<file path="src/rtl/router_pkt_tx.sv">
// ============================================================================
//  Module   : router_pkt_tx
//  Purpose  : Buffers up to MAX_LEN payload bytes, then sends header, payload
//             and parity to a Router 1x3 input port, holding each byte until
//             the router accepts it with busy low.
//  Revision : 1.0
// ============================================================================
`default_nettype none

module router_pkt_tx #(
    parameter int MAX_LEN = 63
) (
    input  logic       clock,
    input  logic       reset,
    input  logic       wr_en,
    input  logic [7:0] wr_data,
    input  logic       start,
    input  logic [1:0] dest_addr,
    input  logic       inj_err,
    input  logic       busy,
    output logic [7:0] data_out,
    output logic       pkt_valid,
    output logic       tx_active,
    output logic       done,
    output logic       start_err,
    output logic [5:0] buf_count
);

    localparam logic [5:0] c_MAX = 6'(MAX_LEN);

    typedef enum logic [2:0] {
        S_IDLE    = 3'd0,
        S_HEADER  = 3'd1,
        S_PAYLOAD = 3'd2,
        S_PARITY  = 3'd3,
        S_DONE    = 3'd4
    } state_t;

    state_t     r_state;
    state_t     w_state_n;

    logic [7:0] r_buf [0:MAX_LEN-1];

    logic [5:0] r_wr_ptr;
    logic [5:0] r_rd_ptr;
    logic [5:0] r_count;
    logic [5:0] r_len;
    logic       r_inj;
    logic [7:0] r_parity;
    logic [7:0] r_data_out;
    logic       r_pkt_valid;
    logic       r_tx_active;
    logic       r_done;
    logic       r_start_err;

    logic [5:0] w_wr_ptr_n;
    logic [5:0] w_rd_ptr_n;
    logic [5:0] w_count_n;
    logic [5:0] w_len_n;
    logic       w_inj_n;
    logic [7:0] w_parity_n;
    logic [7:0] w_data_out_n;
    logic       w_pkt_valid_n;
    logic       w_tx_active_n;
    logic       w_done_n;
    logic       w_start_err_n;
    logic       w_we;

    logic       w_start_ok;
    logic       w_last;
    logic [5:0] w_rd_inc;
    logic [7:0] w_header;
    logic [7:0] w_par_final;

    assign w_start_ok  = start && (r_count != 6'd0) && (dest_addr != 2'd3);
    assign w_last      = (r_rd_ptr == (r_len - 6'd1));
    assign w_rd_inc    = r_rd_ptr + 6'd1;
    assign w_header    = {r_count, dest_addr};
    assign w_par_final = (r_parity ^ r_data_out) ^ {8{r_inj}};

    always_comb begin
        w_state_n     = r_state;
        w_wr_ptr_n    = r_wr_ptr;
        w_rd_ptr_n    = r_rd_ptr;
        w_count_n     = r_count;
        w_len_n       = r_len;
        w_inj_n       = r_inj;
        w_parity_n    = r_parity;
        w_data_out_n  = r_data_out;
        w_pkt_valid_n = r_pkt_valid;
        w_done_n      = 1'b0;
        w_start_err_n = 1'b0;
        w_we          = 1'b0;

        case (r_state)
            S_IDLE: begin
                // start has priority over a same-cycle write, even when rejected
                if (start) begin
                    if (w_start_ok) begin
                        w_state_n     = S_HEADER;
                        w_len_n       = r_count;
                        w_inj_n       = inj_err;
                        w_data_out_n  = w_header;
                        w_pkt_valid_n = 1'b1;
                        w_rd_ptr_n    = 6'd0;
                        w_parity_n    = w_header;
                    end else begin
                        w_start_err_n = 1'b1;
                    end
                end else if (wr_en && (r_count < c_MAX)) begin
                    w_we       = 1'b1;
                    w_wr_ptr_n = r_wr_ptr + 6'd1;
                    w_count_n  = r_count + 6'd1;
                end
            end
            S_HEADER: begin
                if (!busy) begin
                    w_data_out_n = r_buf[0];
                    w_state_n    = S_PAYLOAD;
                end
            end
            S_PAYLOAD: begin
                if (!busy) begin
                    w_parity_n = r_parity ^ r_data_out;
                    w_rd_ptr_n = w_rd_inc;
                    if (w_last) begin
                        w_data_out_n  = w_par_final;
                        w_pkt_valid_n = 1'b0;
                        w_state_n     = S_PARITY;
                    end else begin
                        w_data_out_n = r_buf[w_rd_inc];
                    end
                end
            end
            S_PARITY: begin
                if (!busy) begin
                    w_data_out_n = 8'h00;
                    w_done_n     = 1'b1;
                    w_state_n    = S_DONE;
                end
            end
            S_DONE: begin
                w_wr_ptr_n = 6'd0;
                w_count_n  = 6'd0;
                w_state_n  = S_IDLE;
            end
            default: begin
                w_state_n = S_IDLE;
            end
        endcase

        w_tx_active_n = (w_state_n == S_HEADER) || (w_state_n == S_PAYLOAD) ||
                        (w_state_n == S_PARITY);
    end

    always_ff @(posedge clock) begin
        if (reset) begin
            r_state     <= S_IDLE;
            r_wr_ptr    <= 6'd0;
            r_rd_ptr    <= 6'd0;
            r_count     <= 6'd0;
            r_len       <= 6'd0;
            r_inj       <= 1'b0;
            r_parity    <= 8'h00;
            r_data_out  <= 8'h00;
            r_pkt_valid <= 1'b0;
            r_tx_active <= 1'b0;
            r_done      <= 1'b0;
            r_start_err <= 1'b0;
        end else begin
            r_state     <= w_state_n;
            r_wr_ptr    <= w_wr_ptr_n;
            r_rd_ptr    <= w_rd_ptr_n;
            r_count     <= w_count_n;
            r_len       <= w_len_n;
            r_inj       <= w_inj_n;
            r_parity    <= w_parity_n;
            r_data_out  <= w_data_out_n;
            r_pkt_valid <= w_pkt_valid_n;
            r_tx_active <= w_tx_active_n;
            r_done      <= w_done_n;
            r_start_err <= w_start_err_n;
        end
    end

    // Payload storage carries no reset; stale contents are never read past r_len
    always_ff @(posedge clock) begin
        if (w_we && !reset) begin
            r_buf[r_wr_ptr] <= wr_data;
        end
    end

    assign data_out  = r_data_out;
    assign pkt_valid = r_pkt_valid;
    assign tx_active = r_tx_active;
    assign done      = r_done;
    assign start_err = r_start_err;
    assign buf_count = r_count;

endmodule

`default_nettype wire

</file>
<file path="config.mk">
export PLATFORM = sky130hd
export DESIGN_NAME = router_pkt_tx
export DESIGN_NICKNAME = d
export VERILOG_FILES = /design/src/rtl/router_pkt_tx.sv
export SDC_FILE = /design/constraint.sdc
export NUM_CORES = 1
export LEC_CHECK = 0
export BUFFER_PORTS_ARGS = -buffer_cell sky130_fd_sc_hd__clkbuf_2
export CAP_MARGIN = 30
export CORE_MARGIN = 2
export CORE_UTILIZATION = 24
export CTS_BUF_LIST = sky130_fd_sc_hd__clkbuf_2
export DETAILED_ROUTE_END_ITERATION = 6
export GPL_TIMING_DRIVEN = 0
export HOLD_SLACK_MARGIN = 0.08
export MAX_ROUTING_LAYER = met4
export SKIP_LAST_GASP = 1
export SYNTH_ARGS = -nofsm -noshare
export SYNTH_HDL_FRONTEND = slang
export SYNTH_SLANG_ARGS = --single-unit
</file>
<file path="constraint.sdc">
create_clock -name clock -period 3.75 [get_ports clock]
set_clock_uncertainty 0.1 [all_clocks]
set_input_delay 1.125 -clock clock [delete_from_list [all_inputs] [get_ports clock]]
set_output_delay 1.125 -clock clock [all_outputs]
set_load 0.01 [all_outputs]
</file>
Word level (Yosys, flattened, before mapping):

Memories as Yosys holds them, arrays and structs flattened.
Index checks and enable logic that the tools add are counted.

* add/sub/neg operators: 4
* reductions and logical operators: 19
* bitwise logic cells: 5
* equality and inequality tests: 17
* $lt $le $gt $ge: 1
* muxes and demuxes: 38

Operators with widths (number)
* $mux W8: 7
* $mux W6: 7
* $pmux W6 S2: 3
* $pmux W8 S4: 1
* $add A6 B1 Y6 const B: 3
* $mux W3: 6
* $ne A2 B2 Y1 const B: 9
* $pmux W8 S2: 1
* $xor A8 B8 Y8: 2
* $eq A3 B2 Y1 const B: 4
* $pmux W3 S4: 1
* $mux W1: 11
* $eq A3 B1 Y1 const B: 2
* $eq A6 B6 Y1: 1
* $lt A6 B6 Y1 const B: 1
* $reduce_and A3 Y1: 2
* $reduce_and A6 Y1: 1
* $reduce_bool A6 Y1: 1
* $sub A6 B1 Y6 const B: 1
* $reduce_and A5 Y1: 1
* $logic_and A1 B1 Y1: 4
* $reduce_and A4 Y1: 1
* $reduce_bool A2 Y1: 2
* $reduce_bool A4 Y1: 1
* 8 further kinds: 11

* RAM bits: 504
* memories kept: 1
* register bits: 48
* input port bits: 16

Memory list
* r_buf: depth 63, width 8, read ports 2, clocked after memory_dff 0, wr ports 1, RTL line 42 `logic [7:0] r_buf [0:MAX_LEN-1];`

Longest topological paths before layout:

Gate-level depths: netlist (run 1).

* depth after elaboration: 9
* depth in mapped cells: 11
* depth with buffers taken out: 9

Least setup slack after synthesis (run 1):

No wires, ideal clock.

* path type: input to register
* start: in reset
* end: mem r_buf[46][0] (enable)
* path slack: 0.778 ns
* setup time: 0.370 ns
* required time: 3.280 ns
* stages on the path: 6
* arrival time: 2.501 ns
* path buffers: 1
* cells stage by stage: clkbuf_1 nor4_1 nand2_1 nor2_1 nand3_1 nor2_1

* cells in the longest elaborated chain, start to end: 4

Ends and longest elaborated chain
* start, declared: RTL line 14 `input logic reset,`
* $logic_not A1 Y1: RTL line 188 `if (w_we && !reset) begin`
* $logic_and A1 B1 Y1: RTL line 188
* $mux W1: RTL line 188
* $mux W1 (implied by the code): RTL line 189 `r_buf[r_wr_ptr] <= wr_data;`
* end, declared: RTL line 42

No other way between the ends.

Worst setup path after layout (run 1):

* start: reg r_rd_ptr[1]
* end: reg r_data_out[3] (netlist: data_out[3])

* cells in the longest elaborated chain, start to end: 5

Ends and longest elaborated chain
* start, declared: RTL line 45 `logic [5:0] r_rd_ptr;`
* start signal, assigned: RTL line 173 `r_rd_ptr <= w_rd_ptr_n;`
* $add A6 B1 Y6: RTL line 77 `assign w_rd_inc = r_rd_ptr + 6'd1;`
* $mem_v2 Z63 W8
* $mux W8 *: RTL line 126 `if (w_last) begin`
* $mux W8 *: RTL line 123 `if (!busy) begin`
* $pmux W8 S4 *: RTL line 95 `case (r_state)`
* end signal, assigned: RTL line 178 `r_data_out <= w_data_out_n;`
* end, declared: RTL line 50 `logic [7:0] r_data_out;`

Mark *: on every way between the ends. The rest lies on a longest branch, timed or not. The select of a mux whose other input is x is not followed.
A chain may end at the register's enable or synchronous reset.

==> summary.txt, run 1 <==
GRT
  • Pin count of the biggest net entering global routing: 57
  • Vias in the first global route: 14000
  • Initial antenna violation count: 7
  • First-pass GRT wire length: 89600 um
  • Grt ovf: 0
  • Overall routing resource usage: 0.128

STA
  • Setup ws final: -15.1 ps
  • Fmax achieved: 0.266 GHz
  • # setup viols final: 6
  • Final worst path period share: 1.00
  • Final Critical Period: 3770 ps
  • Relative slew slack: 0.312
  • RSZ-0062 raised after global routing: yes
  • Hold WS: 271 ps
  • Final Slew Violations: 0
  • Hold Fails Final Rpt: 0
  • Worst Max-Slew Pin Slew: 1020 ps

Detailed routing
  • Detailed Route Iter0 Violations: 1740
  • Detail Route Antenna Nets: 0
  • Final WL: 60600 um
  • DR WL/cell: 20.4 um
  • Via Count: 13700
  • Via density: 4.61
  • DRC: 0
  • TritonRoute pass-1 iters: 6

Setup path
  • Critical path's largest stage delay: 730 ps
  • Family with the most delay on the worst path: compound AO/OA/AOI/OAI gates
  • CP Launch Type: flop
  • Setup Crit Path Kind: reg -> reg
  • Crit-path max FO: 10
  • Start point of the critical path: r_rd_ptr[1]$_SDFFE_PP0P_
  • Slowest-stage cell, CP: a221oi_1
  • CP Buf/Inv Count: 2
  • Critical-path cell list: ha_1 -> buf_2 -> buf_2 -> mux4_2 -> nand2_1 -> a31oi_1 -> a221oi_1 -> nor2_1 -> nor4_2 -> o31ai_1
  • Critical Path End Type: flop
  • Reg2Reg Launch Point: r_rd_ptr[1]$_SDFFE_PP0P_
  • Most common cell on crit path: buf_2
  • Arr. time, crit path: 4830 ps
  • Required @ worst endpoint: 4810 ps

Finish
  • Final Cell Area: 26100 um2
  • Area of the multi-input gates: 6160 um2
  • Share of post-route cells with drive strength above 1: 0.268
  • Fill cells: 9448
  • FF/Latch Area: 16100 um2
  • Area grow syn2layout: 15.0%
  • Nets@finish: 1633

Clock tree
  • Htree depth: 4
  • Clk buf depth: 3
  • Worst-path clk slew: 110 ps
  • Clk_lat worst skew: 1300 ps
  • CTS tree: built
  • Cts bufs inserted: 142
  • Root buffer cell: clkbuf_2
  • CTS sink cnt: 552
  • Post-CTS setup buffer count: 0

Floorplan
  • Die Height: 311 um
  • Core region area: 93500 um2
  • Ports: 34
  • # rows: 112
  • Die area: 96900 um2
  • Initial core utilization: 0.242
  • Die Wd: 311 um

Yosys
  • Synth Net Count: 1438
  • Yosys warning count: 0
  • Register area share after synthesis: 0.710
  • Yosys top cell by area: edfxtp_1
  • Post-synthesis area per instance: 16.0 um2
  • Synth Register Bits: 552
  • Synth area leaders: edfxtp_1, mux4_2, dfxtp_1, nand2_1, nor2_1
  • Yosys cell types: 61
  • Post-synth top area share: 0.668
  • Post-synth EDFFs: 504
  • Leading register cell type out of synthesis: edfxtp_1
  • Top-count cell post-synth: edfxtp_1
  • Ys async rst share: 0
  • Top cells by instance count after synthesis: edfxtp_1, nand2_1, nor2_1, mux4_2, a21oi_1
  • Cell Area, Synth: 22700 um2
  • Gate count of the mapped netlist: 1417

Power
  • Comb pwr share: 0.039
  • Maximum vdd drop: 0.199 mV
  • Switching Share: 0.242
  • Cell area power density: 434 nW/um2
  • Int Power: 8570 uW
  • Sequential share of power: 0.596
  • Clock share of power: 0.364
  • Leak Pwr: 0.00836 uW
  • Final Power: 11300 uW
  • Net Switching: 2740 uW

Placement
  • GP Congestion: 0.902
  • Worst slack, placed: -760 ps
  • Dpl hpwl: 41200 um
  • Placed Area: 24600 um2
  • IO Port Bufs: 33

Hold path
  • Worst Hold Launch: wr_data[4]
  • Hold Crit Class: in -> reg

Status
  • Failing checks: negative setup slack
  • Status: complete, but fails checks

Flow run
  • Max-cap violations: 0
## area by class of cell
cell class                      instances  area share
Antenna cell                            9    0.000864
Buffer                                 86      0.0188
Clock buffer                          199      0.0382
Clock inverter                         44      0.0108
Inverter                                8     0.00115
Multi-Input combinational cell        771       0.236
Sequential cell                       552       0.618
Tap cell                             1254      0.0602
Timing Repair Buffer                   51      0.0162
## what timing repair did
action                                  4_1_cts  5_1_grt
hold endpoints to repair                     16        0
hold buffers                                  8        0
gates resized for setup                       9       22
endpoints found under the setup margin       23       99
pin swaps                                     0        0
## sequential cells by signal (all words and copies together) (netlist names)
| register | count |
|---|---|
| done | 1 |
| r_inj | 1 |
| r_rd_ptr | 6 |
| data_out | 8 |
| tx_active | 1 |
| r_len | 6 |
| r_parity | 8 |
| buf_count | 6 |
| pkt_valid | 1 |
| r_wr_ptr | 6 |
| r_state | 3 |
| start_err | 1 |
| r_buf | 504 |
## stage by stage
stage / setup TNS, ps / util / instances
after global placement: -198020 / 0.261 / 2704
after floorplan: 0 / - / 1417
after global routing: -3090 / 0.279 / 2972
after detailed placement: -240960 / 0.263 / 2714
after CTS: -1080 / 0.278 / 2965
final: -51.1 / 0.279 / 2974
## worst register-to-register path, stage by stage, from the launching register on
cell and delay (ps):
dfxtp_1 400, ha_1 320, buf_2 360, buf_2 370, mux4_2 360, nand2_1 80
a31oi_1 150, a221oi_1 730, nor2_1 120, nor4_2 530, o31ai_1 120
## cell families (layout without fill, tap and decap cells)
kind of cell | after synthesis | after routing | share of synthesized area
compound gates | 169 | 169 | 0.0498
fa+ha+maj | 5 | 5 | 0.00276
xor+xnor | 37 | 37 | 0.0146
simple gates | 418 | 418 | 0.0817
buf+inv | 94 | 388 | 0.0225
mux | 142 | 142 | 0.118
flops | 552 | 552 | 0.710
other cells | 0 | 9 | 0
## layer usage
metal  global-route usage  vias to the layer above  share of wire  wire, um
met3               0.0395                      124          0.091      5510
met1                0.159                     6893           0.41     24900
li1                     -                     6014              -         -
met2                0.196                      689           0.47     28400
met5                    -                        -              0         0
met4               0.0493                        0          0.029      1740
## cell usage in the layout, fill, tap and decap left out, drive strengths merged, types with 4 or more instances in the layout
cell	Yosys	routed
edfxtp	504	504
clkbuf	25	258
nand2	177	177
nor2	118	118
mux4	98	98
buf	61	69
a21oi	55	55
dfxtp	48	48
clkinv	0	36
nand3	33	33
mux2i	32	32
a32oi	23	23
o21ai	23	23
xnor2	19	19
xor2	18	18
a31oi	17	17
nand2b	15	15
nor3	14	14
inv	8	12
mux2	12	12
nand4	11	11
nor4	10	10
diode	0	9
nor2b	9	9
o211ai	9	9
nor3b	8	8
a311oi	8	8
dlygate4sd3	0	8
a221oi	8	8
and3	5	5
ha	5	5
o31ai	5	5
bufinv	0	4
## final timing paths
path / to / slack [ps] / cells past startpoint
min reg2reg: r_len[1]$_SDFFE_PP0P_ / 410 / 2
max: data_out[3]$_SDFFE_PP0P_ / -20 / 10
max reg2reg: data_out[3]$_SDFFE_PP0P_ / -20 / 10
min: r_buf[0][4]$_DFFE_PP_ / 270 / 1
## power groups by stage
stage	Sequential, uW	Clock [uW]	Combinational [uW]
detailed placement	6890	0	436
CTS	6740	4240	445
global placement	6890	0	400
floorplan	6880	0	212
global route	6750	4550	484
finish	6750	4120	446
Note: power is estimated with default switching activity, not from simulation.
==> run 2: changes to the inputs <==
- ABC_AREA: not set -> 1
- clock period: 3.75 -> 3.6 ns (I/O delays scaled with it)
==> run 2 against run 1 <==
The flow still finishes with violations (negative setup slack). Register-to-register slack is essentially flat. Critical path depth unchanged. Sequential share of layout area is 0.86 points lower. Combinational power is 79% higher. Worst setup slack improved by 9.9 ps. Critical path type unchanged. Highest routed layer unchanged. First-iteration DRC count rose by 6.1%.
==> summary.txt, run 2 <==
STA
  • RSZ-0062 raised after global routing: yes (unchanged)
  • Relative slew slack: 0.357 (was 0.312)
  • Fmax achieved: 0.277 GHz (was 0.266 GHz)
  • Hold Fails Final Rpt: 0 (unchanged)
  • # setup viols final: 1 (was 6)
  • Final Critical Period: 3610 ps (was 3770 ps)
  • Total Neg Setup Slack: -5.16 ps (was -51.1 ps)
  • Final worst path period share: 1.00 (about the same)
  • Worst Max-Slew Pin Slew: 961 ps (was 1020 ps)
  • Setup ws final: -5.16 ps (was -15.1 ps)
  • Hold WS: 323 ps (was 271 ps)
  • Final Slew Violations: 0 (unchanged)

Setup path
  • CP Buf/Inv Count: 2 (unchanged)
  • Most common cell on crit path: nor2_1 (was buf_2)
  • Setup Crit Path Kind: reg -> reg (unchanged)
  • CP Launch Type: flop (unchanged)
  • Slowest-stage cell, CP: nor2_1 (was a221oi_1)
  • Crit-path max FO: 9 (was 10)
  • Reg2Reg Launch Point: buf_count[1]$_SDFFE_PP0P_ (was r_rd_ptr[1]$_SDFFE_PP0P_)
  • Family with the most delay on the worst path: simple AND/OR/NAND/NOR gates (was compound AO/OA/AOI/OAI gates)
  • Critical path's largest stage delay: 780 ps (was 730 ps)
  • Required @ worst endpoint: 4450 ps (was 4810 ps)
  • Critical Path End Type: flop (unchanged)
  • FF-to-FF End: r_buf[49][3]$_DFFE_PP_ (was data_out[3]$_SDFFE_PP0P_)
  • Reg2Reg Setup Slack: -5 ps (was -20 ps)
  • Arr. time, crit path: 4460 ps (was 4830 ps)
  • Critical-path cell list: ha_1 -> inv_1 -> o21ai_0 -> nand2_1 -> nand3_2 -> nor2_1 -> inv_1 -> nor2_1 -> nand2_1 -> nor2_1 (was ha_1 -> buf_2 -> buf_2 -> mux4_2 -> nand2_1 -> a31oi_1 -> a221oi_1 -> nor2_1 -> nor4_2 -> o31ai_1)
  • FF-to-FF path depth: 10 (unchanged)
  • Levels on crit path: 10 (unchanged)

Finish
  • Commonest non-fill, non-tap cell in the layout: nand2_1 (was edfxtp_1)
  • Fill cells: 10000 (was 9448)
  • Biggest register: r_buf (unchanged)
  • Area grow syn2layout: 14.1% (was 15.0%)
  • Max reg flops: 504 (unchanged)
  • Share of post-route cells with drive strength above 1: 0.170 (was 0.268)
  • Nets@finish: 2321 (was 1633)
  • Finished Core Util: 0.277 (was 0.279)
  • Most frequent cells in the layout: nand2_1, edfxtp_1, nand3_1 (was edfxtp_1, clkbuf_2, nand2_1)

GRT
  • Vias in the first global route: 16200 (was 14000)
  • Initial antenna violation count: 6 (was 7)
  • Overall routing resource usage: 0.148 (was 0.128)
  • First-pass GRT wire length: 104000 um (was 89600 um)
  • Pin count of the biggest net entering global routing: 64 (was 57)
  • Grt ovf: 0 (unchanged)

Power
  • Switching Share: 0.274 (was 0.242)
  • Cell area power density: 459 nW/um2 (was 434 nW/um2)
  • Final Power: 12100 uW (was 11300 uW)
  • Sequential share of power: 0.584 (was 0.596)
  • Net Switching: 3320 uW (was 2740 uW)
  • Maximum vdd drop: 0.270 mV (was 0.199 mV)
  • Int Power: 8800 uW (was 8570 uW)
  • Leak Pwr: 0.00948 uW (was 0.00836 uW)
  • Clock share of power: 0.351 (was 0.364)
  • Comb pwr share: 0.066 (was 0.039)

Flow run
  • Max-cap violations: 0 (unchanged)

Clock tree
  • Root buffer cell: clkbuf_2 (unchanged)
  • CTS sink cnt: 552 (unchanged)
  • Clk_lat worst skew: 1410 ps (was 1300 ps)
  • Worst-path clk slew: 110 ps (about the same)
  • Post-CTS setup buffer count: 0 (unchanged)
  • Htree depth: 4 (unchanged)
  • Cts bufs inserted: 142 (unchanged)
  • CTS tree: built (unchanged)
  • Clk buf depth: 3 (unchanged)

Yosys
  • Leading register cell type out of synthesis: edfxtp_1 (unchanged)
  • Register area share after synthesis: 0.695 (was 0.710)
  • Compound-Gate Fraction of Synth Area: 0.0217 (was 0.0498)
  • Post-synth top area share: 0.653 (was 0.668)
  • Post-synth EDFFs: 504 (unchanged)
  • Cell Area, Synth: 23200 um2 (was 22700 um2)
  • Top cells by instance count after synthesis: nand2_1, edfxtp_1, nand3_1, nor2_1, buf_2 (was edfxtp_1, nand2_1, nor2_1, mux4_2, a21oi_1)
  • Synth Register Bits: 552 (unchanged)
  • Synth area leaders: edfxtp_1, nand2_1, nand3_1, dfxtp_1, nor2_1 (was edfxtp_1, mux4_2, dfxtp_1, nand2_1, nor2_1)
  • Simple-gate share of the synthesized area: 0.234 (was 0.0817)
  • Synth Net Count: 2132 (was 1438)
  • Adder-Cell Fraction of Synth Area: 0.00270 (was 0.00276)
  • Yosys warning count: 0 (unchanged)
  • Gate count of the mapped netlist: 2111 (was 1417)
  • Yosys cell types: 39 (was 61)
  • Post-Synth XOR/XNOR Area: 0.0111 (was 0.0146)
  • Top-count cell post-synth: nand2_1 (was edfxtp_1)
  • Multiplexer area fraction after synthesis: 0 (was 0.118)
  • Post-synthesis area per instance: 11.0 um2 (was 16.0 um2)
  • Ys async rst share: 0 (unchanged)
  • Largest family of logic cells by synthesized area: simple AND/OR/NAND/NOR gates (was multiplexers)
  • Yosys top cell by area: edfxtp_1 (unchanged)

Floorplan
  • Die Wd: 315 um (was 311 um)
  • Core region area: 95300 um2 (was 93500 um2)
  • # rows: 113 (was 112)
  • Ports: 34 (unchanged)
  • Initial core utilization: 0.243 (was 0.242)
  • Die Height: 315 um (was 311 um)
  • Die area: 99000 um2 (was 96900 um2)

Placement
  • Worst slack, placed: -616 ps (was -760 ps)
  • IO Port Bufs: 33 (unchanged)
  • GP Congestion: 0.955 (was 0.902)
  • Dpl hpwl: 46900 um (was 41200 um)

Detailed routing
  • DR WL/cell: 19.5 um (was 20.4 um)
  • Detail Route Antenna Nets: 0 (unchanged)
  • Detailed Route Iter0 Violations: 1847 (was 1740)
  • Final WL: 71400 um (was 60600 um)
  • Via Count: 17100 (was 13700)
  • TritonRoute pass-1 iters: 6 (unchanged)
  • Via density: 4.66 (was 4.61)
  • DRC: 0 (unchanged)

Status
  • Failing checks: negative setup slack (unchanged)
  • Status: complete, but fails checks (unchanged)

Hold path
  • Hold Path Stages: 1 (unchanged)
  • Worst Hold Launch: wr_data[6] (was wr_data[4])
  • Hold path endpoint: r_buf[27][6]$_DFFE_PP_ (was r_buf[0][4]$_DFFE_PP_)
  • Hold Crit Class: in -> reg (unchanged)
[run 2: cell count changes in the layout (fill, tap and decap cells not counted), sizes merged, moves of 10 or more]
cell    change
nand2     +473
nand3     +451
mux4       -98
inv        +60
mux2i      -32
a32oi      -23
buf        +21
nor2       -20
xnor2      -16
nand2b     -15
mux2       -12
nor4       -10
[run 2: area by class of cell]
class	instances	area, um2	area share
tap	1265	1580	0.0599
timing repair buffer	45	315	0.0119
buffer	114	577	0.0218
inverter	67	251	0.00951
multi-input combinational	1378	6350	0.240
sequential	552	16100	0.609
clock inverter	46	258	0.00975
clock buffer	195	976	0.0369
antenna	10	25.0	0.000947
[run 2: worst max-delay path by stage]
stage / start / end / slack [ps]
global placement: wr_en / r_buf[58][2]$_DFFE_PP_ / -540
detailed placement: wr_en / r_buf[2][1]$_DFFE_PP_ / -620
floorplan: reset / r_buf[10][0]$_DFFE_PP_ / 790
finish: buf_count[1]$_SDFFE_PP0P_ / r_buf[49][3]$_DFFE_PP_ / -5
CTS: buf_count[0]$_SDFFE_PP0P_ / r_buf[58][3]$_DFFE_PP_ / -130
global route: buf_count[0]$_SDFFE_PP0P_ / r_buf[49][6]$_DFFE_PP_ / -190
[run 2: timing repair]
action | 4_1_cts | 5_1_grt
gates resized for setup | 6 | 35
endpoints found under the hold margin | 23 | 0
hold buffers | 6 | 0
endpoints found under the setup margin | 58 | 284
[run 2: worst register-to-register path, delay by kind of cell, from the launching register on]
| kind | cells | cell delay (ps) |
|---|---|---|
| buffers and inverters | 2 | 190 |
| AND/OR/NAND/NOR | 6 | 2110 |
| AO/OA/AOI/OAI | 1 | 230 |
| flip-flops | 1 | 360 |
| adder cells (fa/ha/maj) | 1 | 190 |
[run 2: per-stage QoR]
step / cells / area (um2)
floorplan: 2111 / 23200
global placement: 3409 / 24900
detailed placement: 3415 / 25000
CTS: 3662 / 26300
global route: 3672 / 26400
finish: 3672 / 26400
[run 2: kinds of logic (layout without fill, tap and decap cells)]
group	after synthesis	count (layout)
and+or+nand+nor	1257	1257
DFF	552	552
buffers and inverters	181	467
AOI/OAI and AO/OA	91	91
xor gates and xnor gates	25	25
adders and majority gates	5	5
other	0	10
[run 2: power by group through the flow]
stage	clock network (uW)	registers (uW)	logic [uW]
2_1_floorplan	0	7210	443
3_3_place_gp	0	7220	768
3_5_place_dp	0	7220	779
4_1_cts	4320	7070	790
5_1_grt	4640	7080	877
6_report	4250	7070	800
[run 2: layer usage]
layer / vias up / track usage / wire, um
li1: 7863 / - / -
met1: 8239 / 0.193 / 30100
met2: 870 / 0.221 / 32500
met3: 146 / 0.0339 / 6860
met4: 0 / 0.0606 / 1970
met5: - / - / 0
==> run 3: changes to the inputs <==
--- a/config.mk
+++ b/config.mk
@@ -10,3 +10,2 @@
 export CAP_MARGIN = 30
-export CORE_MARGIN = 2
 export CORE_UTILIZATION = 24
==> constraint.sdc (replaced) <==
create_clock -name clock -period 3.6 [get_ports clock]
set_clock_uncertainty 0.1 [all_clocks]
set_input_delay 0.54 -clock clock [delete_from_list [all_inputs] [get_ports clock]]
set_output_delay 0.54 -clock clock [all_outputs]
set_load 0.01 [all_outputs]
==> run 3 against run 2 <==
The run ends with design-rule violations, negative setup slack left. Worst hold slack got worse by 59 ps. Non-clock buffer count increased by 19. Core utilization grew 0.20 points. Via count grew 0.60%. First-iteration DRC count rose by 0.87%. Sequential share of layout area is 0.43 points lower. Wire length grew 0.24%. Largest power group unchanged.
==> summary.txt, run 3 (synthesis results as in run 2) <==
Power
  • Cell area power density: 462 nW/um2 (was 459 nW/um2)
  • Leak Pwr: 0.00960 uW (was 0.00948 uW)
  • Maximum vdd drop: 0.240 mV (was 0.270 mV)

Clock tree
  • Root buffer cell: clkbuf_2 (unchanged)
  • Clk_lat worst skew: 1370 ps (was 1410 ps)
  • Post-CTS setup buffer count: 0 (unchanged)
  • CTS tree: built (unchanged)
  • Clk buf depth: 3 (unchanged)
  • CTS sink cnt: 552 (unchanged)
  • Worst-path clk slew: 100 ps (was 110 ps)
  • Htree depth: 4 (unchanged)
  • Cts bufs inserted: 144 (was 142)

Finish
  • Commonest non-fill, non-tap cell in the layout: nand2_1 (unchanged)
  • Share of post-route cells with drive strength above 1: 0.169 (was 0.170)
  • Nets@finish: 2342 (was 2321)
  • Max reg flops: 504 (unchanged)
  • Final Cell Area: 26600 um2 (was 26400 um2)
  • Most frequent cells in the layout: nand2_1, edfxtp_1, nand3_1 (unchanged)
  • Biggest register: r_buf (unchanged)
  • Area grow syn2layout: 14.9% (was 14.1%)

Floorplan
  • # rows: 113 (unchanged)
  • Core region area: 95300 um2 (unchanged)
  • Initial core utilization: 0.243 (unchanged)
  • Die area: 97800 um2 (was 99000 um2)
  • Die Wd: 313 um (was 315 um)
  • Ports: 34 (unchanged)
  • Die Height: 313 um (was 315 um)

Detailed routing
  • Final WL: 71600 um (was 71400 um)
  • DR WL/cell: 19.4 um (was 19.5 um)
  • Via density: 4.67 (was 4.66)
  • Detailed Route Iter0 Violations: 1863 (was 1847)
  • Via Count: 17200 (was 17100)
  • TritonRoute pass-1 iters: 7 (was 6)
  • DRC: 2 (was 0)
  • Detail Route Antenna Nets: 0 (unchanged)

Placement
  • Placed Area: 25000 um2 (about the same)
  • GP Congestion: 0.945 (was 0.955)
  • Dpl hpwl: 46700 um (was 46900 um)
  • IO Port Bufs: 33 (unchanged)

Setup path
  • Arr. time, crit path: 4510 ps (was 4460 ps)
  • Critical Path End Type: flop (unchanged)
  • Crit-path max FO: 9 (unchanged)
  • Setup Crit Path Kind: reg -> reg (unchanged)
  • Required @ worst endpoint: 4430 ps (was 4450 ps)
  • CP Launch Type: flop (unchanged)

STA
  • Total Neg Setup Slack: -763 ps (was -5.16 ps)
  • Worst Max-Slew Pin Slew: 978 ps (was 961 ps)
  • Fmax achieved: 0.272 GHz (was 0.277 GHz)
  • Hold Fails Final Rpt: 0 (unchanged)
  • Final Slew Violations: 0 (unchanged)
  • Relative slew slack: 0.346 (was 0.357)
  • Setup ws final: -73.3 ps (was -5.16 ps)
  • Final worst path period share: 1.02 (was 1.00)
  • Final Critical Period: 3670 ps (was 3610 ps)
  • RSZ-0062 raised after global routing: yes (unchanged)
  • # setup viols final: 20 (was 1)

Status
  • Status: complete, but fails checks (unchanged)
  • Failing checks: design-rule violations, negative setup slack (was negative setup slack)

GRT
  • First-pass GRT wire length: 104000 um (about the same)
  • Grt ovf: 0 (unchanged)
  • Pin count of the biggest net entering global routing: 64 (unchanged)
  • Initial antenna violation count: 5 (was 6)
  • Vias in the first global route: 16300 (was 16200)
  • Overall routing resource usage: 0.149 (was 0.148)

Hold path
  • Hold Crit Class: in -> reg (unchanged)

Flow run
  • Max-cap violations: 0 (unchanged)
run 3: changes by cell type in the layout (fill, tap and decap cells not counted), moves of 4 or more:
cell,delta
nor2_2,-6
clkinv_1,-10
clkbuf_2,+13
nor2_1,+7
dlygate4sd3_1,+20
clkinv_2,-4
run 3: layout make-up:
class	instances	area, um2
clock inverters	31	230
multi-input cells	1378	6330
flip-flops and latches	552	16100
inverters	67	251
plain buffers	114	579
repair buffers	64	504
fillers	10000	68700
diodes	8	20.0
well taps	1265	1580
clock buffers	206	1030
run 3: metal layers:
layer / part of all wire / global-route usage / up-vias
met5: 0 / - / -
met4: 0.028 / 0.0635 / 0
met3: 0.10 / 0.0329 / 138
met2: 0.46 / 0.222 / 963
met1: 0.41 / 0.193 / 8242
li1: - / - / 7877
run 3: where the power goes:
part | switching (uW) | internal, uW
registers | 44.1 | 7030
logic | 603 | 220
clock network | 2650 | 1750
run 3: path summary, 6_finish.rpt:
kind                             start  slack [ps]  cells past startpoint                       end
max          buf_count[0]$_SDFFE_PP0P_         -70                     10    r_buf[51][5]$_DFFE_PP_
max reg2reg  buf_count[0]$_SDFFE_PP0P_         -70                     10    r_buf[51][5]$_DFFE_PP_
min                       dest_addr[1]         260                      6      start_err$_SDFF_PP0_
min reg2reg  buf_count[3]$_SDFFE_PP0P_         400                      2  r_parity[5]$_SDFFE_PP0P_
run 3: repair_timing:
item	CTS	global route
pin swaps	0	0
endpoints found under the hold margin	552	0
gates cloned	0	0
resized for setup	0	38
hold buffers	26	0
setup endpoints to repair	35	237
run 3: critical path: stages, from the launching register on:
cell	delay, ps
dfxtp_1	350
ha_1	200
inv_1	90
o21ai_0	180
nand2_1	120
nand3_2	220
nor2_1	160
inv_1	120
nor2_1	230
nand3_1	590
nor2_1	870
run 3: through the flow:
step | std cells | hold slack, ps | util | setup slack, ps | total power, uW
floorplan | 2111 | 367 | - | 1260 | 7650
global placement | 3409 | 390 | 0.261 | 21.3 | 7990
detailed placement | 3414 | 392 | 0.262 | -27.5 | 8000
CTS | 3677 | 99.9 | 0.278 | -94.5 | 12400
global route | 3685 | 245 | 0.279 | -243 | 12700
finish | 3685 | 264 | 0.279 | -73.3 | 12300
